**src/rtl/rr_arbiter8_if.sv**
```systemverilog
// Request/grant bundle between eight requesters and the round-robin arbiter.
//
// Handshake: ReqIn[n] is a level held by requester n for as long as it wants
// the resource. Requester n owns the select lines exactly while
// GrantValid=1 and GrantIdx=n, which is the same as GrantOut[n]=1. A
// requester gives up ownership by lowering ReqIn[n]; the grant drops on the
// following cycle. Timeout pulses on the first dead cycle after a grant was
// cut off at the hold limit.
interface rr_arbiter8_if;
  logic [7:0] ReqIn;
  logic [7:0] GrantOut;
  logic [2:0] GrantIdx;
  logic       GrantValid;
  logic       Timeout;

  // Arbiter side.
  modport master (
    input  ReqIn,
    output GrantOut,
    output GrantIdx,
    output GrantValid,
    output Timeout
  );

  // Requester side.
  modport slave (
    output ReqIn,
    input  GrantOut,
    input  GrantIdx,
    input  GrantValid,
    input  Timeout
  );
endinterface

```
**src/rtl/rr_arbiter8.sv**
```systemverilog
// 8-way round-robin arbiter with a registered one-hot grant, a hold limit
// and one forced dead cycle between grants (break-before-make on selects).
module rr_arbiter8 #(
  parameter int MAX_HOLD = 16,
  parameter int CNT_W    = 8
) (
  input  logic                clk,
  input  logic                rst,
  rr_arbiter8_if.master       bus,
  output logic [1:0]          state_dbg
);

  typedef enum logic [1:0] {
    IDLE  = 2'd0,
    GRANT = 2'd1,
    GAP   = 2'd2
  } state_t;

  state_t           state, state_n;
  logic [2:0]       ptr, ptr_n;
  logic [CNT_W-1:0] cnt, cnt_n;
  logic [2:0]       grant_idx, grant_idx_n;
  logic             grant_valid, grant_valid_n;
  logic             timeout, timeout_n;

  logic             found;
  logic [2:0]       winner;

  localparam logic [CNT_W-1:0] HOLD_LAST = CNT_W'(MAX_HOLD - 1);

  // Pick the first requester at or after ptr, wrapping 7 -> 0.
  always_comb begin
    found  = 1'b0;
    winner = 3'd0;
    for (int i = 0; i < 8; i++) begin
      logic [2:0] cand;
      cand = ptr + 3'(i);
      if (!found && bus.ReqIn[cand]) begin
        found  = 1'b1;
        winner = cand;
      end
    end
  end

  // Next-state and next-output decision for the grant FSM.
  always_comb begin
    state_n       = state;
    ptr_n         = ptr;
    cnt_n         = cnt;
    grant_idx_n   = grant_idx;
    grant_valid_n = grant_valid;
    timeout_n     = 1'b0;

    unique case (state)
      IDLE, GAP: begin
        // The GAP cycle arbitrates too, already using the advanced ptr.
        if (found) begin
          state_n       = GRANT;
          grant_idx_n   = winner;
          grant_valid_n = 1'b1;
          cnt_n         = '0;
        end else begin
          state_n       = IDLE;
          grant_idx_n   = 3'd0;
          grant_valid_n = 1'b0;
          cnt_n         = '0;
        end
      end
      GRANT: begin
        cnt_n = cnt + 1'b1;
        // Release is checked first so it wins over a simultaneous timeout.
        if (!bus.ReqIn[grant_idx]) begin
          state_n       = GAP;
          grant_idx_n   = 3'd0;
          grant_valid_n = 1'b0;
          ptr_n         = grant_idx + 3'd1;
        end else if (cnt == HOLD_LAST) begin
          state_n       = GAP;
          grant_idx_n   = 3'd0;
          grant_valid_n = 1'b0;
          timeout_n     = 1'b1;
          ptr_n         = grant_idx + 3'd1;
        end
      end
      default: begin
        state_n       = IDLE;
        grant_idx_n   = 3'd0;
        grant_valid_n = 1'b0;
        cnt_n         = '0;
      end
    endcase
  end

  // State and output registers; reset drops any grant immediately.
  always_ff @(posedge clk) begin
    if (rst) begin
      state       <= IDLE;
      ptr         <= 3'd0;
      cnt         <= '0;
      grant_idx   <= 3'd0;
      grant_valid <= 1'b0;
      timeout     <= 1'b0;
    end else begin
      state       <= state_n;
      ptr         <= ptr_n;
      cnt         <= cnt_n;
      grant_idx   <= grant_idx_n;
      grant_valid <= grant_valid_n;
      timeout     <= timeout_n;
    end
  end

  // Outputs come straight from registers; ReqIn never reaches them combinationally.
  assign bus.GrantOut   = grant_valid ? (8'b1 << grant_idx) : 8'h00;
  assign bus.GrantIdx   = grant_idx;
  assign bus.GrantValid = grant_valid;
  assign bus.Timeout    = timeout;
  assign state_dbg      = state;

endmodule

```
**src/flat_wrapper.sv**
```systemverilog
// flat-port wrapper written by rule: the top's interface ports become plain ports
module rr_arbiter8_flat 
#(
  parameter int MAX_HOLD = 16,
  parameter int CNT_W    = 8
)
  (clk, rst, state_dbg, bus_ReqIn, bus_GrantOut, bus_GrantIdx, bus_GrantValid, bus_Timeout);
  rr_arbiter8_if bus_i ();
  input  logic clk;
  input  logic rst;
  output logic [1:0] state_dbg;
  input wire logic [$bits(bus_i.ReqIn)-1:0] bus_ReqIn;
  output wire logic [$bits(bus_i.GrantOut)-1:0] bus_GrantOut;
  output wire logic [$bits(bus_i.GrantIdx)-1:0] bus_GrantIdx;
  output wire logic [$bits(bus_i.GrantValid)-1:0] bus_GrantValid;
  output wire logic [$bits(bus_i.Timeout)-1:0] bus_Timeout;
  assign bus_i.ReqIn = bus_ReqIn;
  assign bus_GrantOut = bus_i.GrantOut;
  assign bus_GrantIdx = bus_i.GrantIdx;
  assign bus_GrantValid = bus_i.GrantValid;
  assign bus_Timeout = bus_i.Timeout;
  rr_arbiter8 #(.MAX_HOLD(MAX_HOLD), .CNT_W(CNT_W)) u_core (.clk(clk), .rst(rst), .bus(bus_i), .state_dbg(state_dbg));
endmodule
```
**config.mk**
```make
export PLATFORM = sky130hd
export DESIGN_NAME = rr_arbiter8_flat
export DESIGN_NICKNAME = d
export VERILOG_FILES = /design/src/rtl/rr_arbiter8_if.sv /design/src/rtl/rr_arbiter8.sv /design/src/flat_wrapper.sv
export SDC_FILE = /design/constraint.sdc
export NUM_CORES = 1
export LEC_CHECK = 0
export BUFFER_PORTS_ARGS = -buffer_cell sky130_fd_sc_hd__buf_2
export CAP_MARGIN = 10
export CORE_ASPECT_RATIO = 1.5
export CORE_MARGIN = 5
export CORE_UTILIZATION = 25
export DETAILED_ROUTE_END_ITERATION = 8
export SLEW_MARGIN = 20
export SYNTH_ARGS = -nofsm -noshare
export SYNTH_HDL_FRONTEND = slang
export SYNTH_SLANG_ARGS = --single-unit
```
**constraint.sdc**
```tcl
create_clock -name clk -period 7.5 [get_ports clk]
set_input_delay 0.75 -clock clk [delete_from_list [all_inputs] [get_ports clk]]
set_output_delay 0.75 -clock clk [all_outputs]
set_load 0.005 [all_outputs]
```
## After elaboration in Yosys (flattened, before gate mapping)

Cells that the tools add are included.

| operators by class | value |
|---|---|
| add/subtract/negate cells | 9 |
| magnitude comparators | 9 |
| equal/unequal tests | 5 |
| shift-type cells | 1 |
| muxes and demuxes | 50 |
| bitwise logic cells | 2 |
| reductions and logical operators | 19 |

Operators with widths:

| operator | number |
|---|---|
| $mux 3 | 13 |
| $lt 3x4->1 const B | 9 |
| $bmux 1 s3 | 9 |
| $mux 1 | 22 |
| $add 3x3->3 const B | 4 |
| $add 8x1->8 const B | 1 |
| $eq 8x4->1 const B | 1 |
| $mux 8 | 1 |
| $shl 1x3->8 const A | 1 |
| $logic_and 1x1->1 | 7 |
| $logic_not 1->1 | 7 |
| $add 3x1->3 const B | 2 |
| $add 3x2->3 const B | 2 |
| $pmux 3 s2 | 1 |
| $mux 2 | 2 |
| $pmux 2 s2 | 1 |
| $reduce_or 2->1 | 2 |
| $ne 3x3->1 const B | 1 |
| $reduce_or 3->1 | 1 |
| $eq 2x1->1 const B | 1 |
| $eq 2x2->1 const B | 1 |
| $logic_not 2->1 | 1 |
| $ne 2x2->1 const B | 1 |
| $not 1->1 | 2 |
| other kinds (2) | 2 |

| word-level totals | value |
|---|---|
| register bits after elaboration | 18 |
| input port bits | 10 |

## Depth between registers and ports, before layout

Gate-level depths: netlist (run 1).

| depth | value |
|---|---|
| depth in word-level cells | 26 |
| depth in mapped cells | 13 |

## Least setup slack after synthesis (run 1)

OpenSTA, ideal clock, no wires.

| timing path | value |
|---|---|
| path type | reg-to-reg |
| from | register u_core.ptr[0] |
| to | register u_core.grant_idx[0], in the netlist u_core.bus.GrantIdx[0] |
| setup time | 0.086 ns |
| data arrival time | 2.990 ns |
| data required time | 7.414 ns |
| setup slack | 4.423 ns |
| cell stages (with the launch flop) | 13 |
| buffers on the path | 4 |
| period minus slack after synthesis | 3.077 ns |
| cells stage by stage | dfxtp_1 buf_6 buf_8 clkinv_1 ha_1 buf_6 buf_8 mux2_1 mux4_2 nand2b_4 or4_1 a21o_1 a221oi_2 |

| between the ends | value |
|---|---|
| cells in the longest elaborated chain, start to end | 26 |
| elaborated cells between the ends (all ways) | 55 |
| classes of those cells | add/sub: 7; mux: 34; reduce/logical: 14 |

RTL lines:

| what | RTL line | text |
|---|---|---|
| from (decl) | rr_arbiter8.sv:20 | `logic [2:0] ptr, ptr_n;` |
| from (signal assigned) | rr_arbiter8.sv:105 | `ptr <= ptr_n;` |
| parallel branches: the longest is 24 deep, another holds $add 3x1->3 | n/a |  |
| $mux 3 (*) | rr_arbiter8.sv:57 | `if (found) begin` |
| $pmux 3 s2 (*) | rr_arbiter8.sv:54 | `unique case (state)` |
| to (signal assigned) | rr_arbiter8.sv:107 | `grant_idx <= grant_idx_n;` |
| to (decl) | rr_arbiter8.sv:22 | `logic [2:0] grant_idx, grant_idx_n;` |

Mark *: on every way between the ends. The select of a mux whose other input is x is not followed.
A chain may end at the register's enable or synchronous reset.

## Final worst setup path (run 1)

Ends and elaborated chain as after synthesis.

==> flow_summary.ini, run 1 <==
[outcome]
status = finished, final reports clean

[layout]
area_growth_pct = 10.0
antenna_cells = 0
post-route-util_pct = 28.4
final_cell_area_um2 = 1970
nets = 225
layout-drive-gt1-share_pct = 25.4

[drt]
routed_wl_mm = 4.47
route.detailed.drc = 0
wire_per_inst_um = 15.8
viasPerCell = 5.41
vias = 1532
drt_iter0_drc = 41
ant_nets = 0
first_pass_iters = 4

[grt]
grt_pass1_wl_mm = 7.48
antenna_found_initial = 0
grt_pass1_vias = 1543
grt_overflow_total = 0
grt_usage_pct = 10.1
grt_max_degree = 19

[timing]
hold_violations = 0
hold_ws_ns = 0.446
slew_headroom_pct = 44.2
rsz0062_at_grt = no
fmax_ghz = 0.247
worst_pin_slew_ns = 0.836
final.setup.worst_slack_ns = 3.45
fin_tns_setup_ns = 0
setup_viol = 0
maxSlewViolCount = 0
period_needed_ns = 4.05
fin_skew_ns = 0.00267
fin_crit_sh_pct = 54.0

[yosys]
synth-edff-count = 0
synthFlopType = dfxtp_1
postSynthNetCount = 207
synth-seq-cells = 17
ys_seq_area_share_pct = 19.0
yosysWarnings = 0
async_flop_share_pct = 0
syn_area_um2 = 1790
ys_types = 55
syn_inst = 188
postSynthAreaPerCell_um2 = 9.54

[place]
place.gp.congestion = 0.842
dp_hpwl_mm = 3.49
io_buffers = 24
dpl_cell_area_um2 = 1930
post-place-ws_ns = 3.42

[worst_setup_path]
worst-setup-path-type = flop to flop
crit_fanout = 18
crit_chain = clkinv_1, ha_1, mux4_2, a21oi_1, a32o_2, nand3_4, or4_1, a21o_1, a221oi_2
end_kind = flop
cp_slowest_cell = dfxtp_1
required_ns = 7.67
slowest_delay_ns = 0.87
arrival_ns = 4.22
crit_path_start_kind = flop

[pwr]
pwr-share-comb_pct = 45.6
p_leak_nw = 0.779
p_per_area_nw_per_um2 = 168
p_seq_share_pct = 33.5
swShare_pct = 38.1
intPower_w = 0.000205
irDropWorstVdd_uv = 123
p_sw_w = 0.000126
clkPwrFrac_pct = 20.9

[flow_run]
maxCapViolations = 0

[hold_path]
hp-class = flop to flop

[cts]
clock_path_buffers = 2
cts_setup_buffers = 0
cts_resized = 0
clkLatencyLatePin_ns = 0.25
cts_tree = yes
h-tree-depth = 1
clkTransAtPathRegs_ns = 0.07
root_buffer = clkbuf_8
postCtsHoldBufs = 0
numCtsBuffers = 3
cts_sinks = 17

[floorplan]
rows = 37
core_area_um2 = 6940
ios = 25
fp.dieW_um = 79.2
start_util_pct = 25.8
fp.dieH_um = 114
die-area_um2 = 9010
## cell usage in the layout (no fill, tap or decap), drive strengths merged, types with 2 or more instances in the layout
cell type,instances
nor4,3
nor3,2
inv,10
nor2,14
clkinv,2
nand2b,3
clkbuf,3
xor2,4
a221oi,5
o21ai,5
ha,9
and2,6
a2bb2oi,2
mux2,10
and3,7
buf,24
a21oi,10
mux2i,10
dfxtp,17
mux4,13
o22a,2
nand3b,2
xnor2,5
a22oi,2
nand2,13
nand3,5
## worst paths after layout
| path | from | end | slack, ns | cells past startpoint |
|---|---|---|---|---|
| worst max-delay path | u_core.ptr[0]$_SDFFE_PP0P_ | u_core.bus.GrantIdx[0]$_SDFFE_PP0P_ | 3.45 | 9 |
| worst min register to register | u_core.cnt[0]$_SDFF_PP0_ | u_core.cnt[0]$_SDFF_PP0_ | 0.45 | 1 |
| worst max register to register | u_core.ptr[0]$_SDFFE_PP0P_ | u_core.bus.GrantIdx[0]$_SDFFE_PP0P_ | 3.45 | 9 |
| worst min-delay path | u_core.cnt[0]$_SDFF_PP0_ | u_core.cnt[0]$_SDFF_PP0_ | 0.45 | 1 |
## power groups by stage
stage | clock (W) | sequential [W] | combinational, W
after floorplan | 0 | 0.000103 | 0.000130
after global placement | 0 | 0.000113 | 0.000150
after detailed placement | 0 | 0.000113 | 0.000150
after CTS | 0.0000705 | 0.000111 | 0.000152
after global routing | 0.0000741 | 0.000113 | 0.000165
final | 0.0000691 | 0.000111 | 0.000151
## area by class of cell
| class | instances | area [um2] |
|---|---|---|
| Timing Repair Buffer | 24 | 120 |
| Inverter | 11 | 41.3 |
| Clock buffer | 3 | 41.3 |
| Sequential cell | 17 | 340 |
| Multi-Input combinational cell | 149 | 1330 |
| Fill cell | 747 | 4970 |
| Tap cell | 78 | 97.6 |
| Clock inverter | 1 | 5.00 |
## cells in the mapped netlist (3+ instances only)
| cell | count | area share (%) |
|---|---|---|
| and3_1 | 7 | 2.4 |
| nor2_1 | 14 | 2.9 |
| and2_1 | 6 | 2.1 |
| inv_1 | 9 | 1.9 |
| nand3_1 | 4 | 1.1 |
| mux2_1 | 7 | 4.4 |
| nand2_1 | 13 | 2.7 |
| xnor2_1 | 5 | 2.4 |
| a21oi_1 | 10 | 2.8 |
| ha_1 | 9 | 6.3 |
| mux4_2 | 13 | 16 |
| o21ai_0 | 3 | 0.84 |
| clkbuf_1 | 4 | 0.84 |
| mux2i_1 | 8 | 4.5 |
| a221oi_1 | 4 | 2.0 |
| dfxtp_1 | 17 | 19 |
| nor4_1 | 3 | 1.0 |
| xor2_1 | 4 | 2.0 |
## flip-flops by register name, indices dropped and copies added (netlist names)
name                   cells
u_core.ptr                 3
u_core.bus.GrantValid      1
u_core.bus.Timeout         1
u_core.state_dbg           1
u_core.bus.GrantIdx        3
u_core.cnt                 8
## cells by family after synthesis
| logic type | after synthesis | synth area share [%] |
|---|---|---|
| AND/OR/NAND/NOR | 61 | 18.5 |
| AO/OA/AOI/OAI | 37 | 15.1 |
| multiplexers | 33 | 29.8 |
| buffers and inverters | 22 | 6.97 |
| flip-flops | 17 | 19.0 |
| XOR/XNOR | 9 | 4.39 |
| adder cells (fa/ha/maj) | 9 | 6.28 |
## stage by stage
step | power [W] | instances
final | 0.000331 | 283
after CTS | 0.000333 | 283
after global routing | 0.000352 | 283
after detailed placement | 0.000264 | 279
after floorplan | 0.000234 | 188
after global placement | 0.000264 | 279
## critical path, delay by kind of cell (launching register included)
kind                       cells  cell delay, ns
and+or+nand+nor                2            0.64
adders and majority gates      1            0.74
AOI/OAI and AO/OA              4            0.82
buffers and inverters          1            0.28
DFF                            1            0.87
muxes                          1            0.61
## metal layers
layer,vias to the layer above,GRT usage [%],part of all wire [%]
met2,45,18.3,54
met3,10,0.869,2.9
met5,-,0,0
met4,0,5.05,2.7
li1,738,-,-
met1,739,11.7,40
Note: power is estimated with default switching activity, not from simulation.
==> run 2, diff against run 1 <==
--- a/config.mk
+++ b/config.mk
@@ -5,6 +5,7 @@
 export SDC_FILE = /design/constraint.sdc
 export NUM_CORES = 1
 export LEC_CHECK = 0
+export ABC_AREA = 1
 export BUFFER_PORTS_ARGS = -buffer_cell sky130_fd_sc_hd__buf_2
 export CAP_MARGIN = 10
 export CORE_ASPECT_RATIO = 1.5
==> constraint.sdc (replaced) <==
create_clock -name clk -period 3.65 [get_ports clk]
set_input_delay 0.365 -clock clk [delete_from_list [all_inputs] [get_ports clk]]
set_output_delay 0.365 -clock clk [all_outputs]
set_load 0.005 [all_outputs]
==> flow_summary.ini, run 2 <==
[drt]
ant_nets = 0
wire_per_inst_um = 11.3
route.detailed.drc = 0
routed_wl_mm = 3.98
vias = 1672
first_pass_iters = 4
viasPerCell = 4.72
drt_iter0_drc = 51

[yosys]
ys_types = 33
synth_common_cells = nand2_1, inv_1, nor2_1
syn_inst = 255
synth.most_common_cell = nand2_1
synth-edff-count = 0
postSynthNetCount = 274
syn_area_um2 = 1600
yosysWarnings = 0
netlist_top_cells_area = dfxtp_1, nand2_1, nand3_1, inv_1, nor2_1
synthFlopType = dfxtp_1
synth-seq-cells = 17
ys_seq_area_share_pct = 21.3
postSynthAreaPerCell_um2 = 6.28
synth_top_cell_area_share_pct = 21.3
yosysTopAreaCell = dfxtp_1
async_flop_share_pct = 0

[grt]
gr-usage-met2_pct = 19.4
grt_usage_pct = 10.9
grt.busiest_layer = met2
grt_pass1_vias = 1670
antenna_found_initial = 0
grt_max_degree = 13
grtUsageMet3_pct = 1.21
grt_pass1_wl_mm = 7.15
met1_usage_pct = 12.6
grt_overflow_total = 0

[layout]
layout_commonest_cell = nand2_1
antenna_cells = 0
regMostFlops = u_core.cnt
largest_register_ffs = 8
final_cells = 354
area_growth_pct = 14.0
final_cell_mix = nand2_1, inv_1, nor2_1
layout-drive-gt1-share_pct = 19.3
final.fill_count = 668
nets = 300
multi_input_area_um2 = 1070
regArea_um2 = 340

[floorplan]
fp.dieW_um = 75.3
rows = 35
core_area_um2 = 6170
start_util_pct = 25.9
die-area_um2 = 8130
ios = 25
fp.dieH_um = 108

[flow_run]
maxCapViolations = 0

[place]
dp_cells = 350
place.gp.congestion = 0.848
io_buffers = 24
dp_hpwl_mm = 3.40

[worst_setup_path]
required_ns = 3.84
arrival_ns = 2.84
worst-setup-path-type = flop to flop
crit_path_start_kind = flop
end_kind = flop
crit_fanout = 10

[cts]
cts_resized = 0
cts_sinks = 17
root_buffer = clkbuf_8
cts_tree = yes
postCtsHoldBufs = 0
numCtsBuffers = 3
h-tree-depth = 1
clkLatencyLatePin_ns = 0.25
clkTransAtPathRegs_ns = 0.06
cts_setup_buffers = 0
clock_path_buffers = 2

[timing]
setup_viol = 0
fin_skew_ns = 0.00273
slew_headroom_pct = 67.8
rsz0062_at_grt = no
maxSlewViolCount = 0
period_needed_ns = 2.65
hold_violations = 0
fin_crit_sh_pct = 72.6
fin_tns_setup_ns = 0
fmax_ghz = 0.377
worst_pin_slew_ns = 0.482

[pwr]
p_leak_nw = 0.911
power_w = 0.00131
irDropWorstVdd_uv = 361
p_per_area_nw_per_um2 = 717

[outcome]
status = finished, final reports clean

[hold_path]
hp-class = input port to flop
==> run 2: cell types whose count changed after synthesis, sizes merged, moves of 8 or more <==
cell   change
inv       +28
mux2      -10
mux2i     -10
mux4      -13
nand2     +62
nand3     +28
nor2      +20
o21ai      +8
==> run 2: worst paths after layout <==
path / startpoint / to / slack [ns] / cells past startpoint
worst max-delay path: u_core.ptr[1]$_SDFFE_PP0P_ / u_core.bus.GrantIdx[0]$_SDFFE_PP0P_ / 1.00 / 12
worst min-delay path: rst / u_core.bus.GrantIdx[1]$_SDFFE_PP0P_ / 0.34 / 2
worst max register to register: u_core.ptr[1]$_SDFFE_PP0P_ / u_core.bus.GrantIdx[0]$_SDFFE_PP0P_ / 1.00 / 12
worst min register to register: u_core.cnt[0]$_SDFF_PP0_ / u_core.cnt[0]$_SDFF_PP0_ / 0.46 / 1
==> run 2: critical path, stage by stage (launching register included) <==
cell      delay (ns)
dfxtp_1         0.60
clkinv_2        0.22
ha_1            0.41
inv_2           0.15
nand3_1         0.13
nand3_2         0.14
nand2_4         0.08
nor2_8          0.11
nand3_1         0.13
o21ai_0         0.24
nand3b_1        0.15
nand3_1         0.10
a21oi_1         0.12
==> run 2: final cells by class <==
cell class	instances	share of cell area [%]
Inverter	39	8.09
Clock buffer	4	2.47
Sequential cell	17	18.7
Multi-Input combinational cell	195	58.7
Timing Repair Buffer	25	7.00
Tap cell	74	5.08
==> run 2: per-stage QoR <==
step | hold slack (ns) | util (%) | worst slack, ns | instance area, um2
CTS | 0.336 | 29.5 | 1.03 | 1820
detailed placement | 0.448 | 28.8 | 1.05 | 1780
floorplan | 0.418 | - | 1.54 | 1600
global placement | 0.438 | 28.8 | 1.09 | 1780
global route | 0.337 | 29.5 | 0.765 | 1820
finish | 0.342 | 29.5 | 1.00 | 1820
==> run 2: power by group <==
part           switching, W  internal (W)  total [W]
logic              0.000589      0.000300   0.000890
clock network     0.0000627     0.0000776   0.000140
registers         0.0000628      0.000215   0.000278
total              0.000715      0.000593    0.00131
==> run 2: logic make-up after synthesis <==
group           after synthesis  synth area share (%)
simple gates                153                  46.8
fa+ha+maj                     9                  7.04
compound gates               29                  10.0
flops                        17                  21.3
buf+inv                      43                  11.8
xor+xnor                      4                  3.13
==> run 2: metal layers <==
metal,vias up,routed length [um]
met5,-,0
met4,0,167
met1,751,1710
met3,15,106
met2,38,2000
li1,868,-
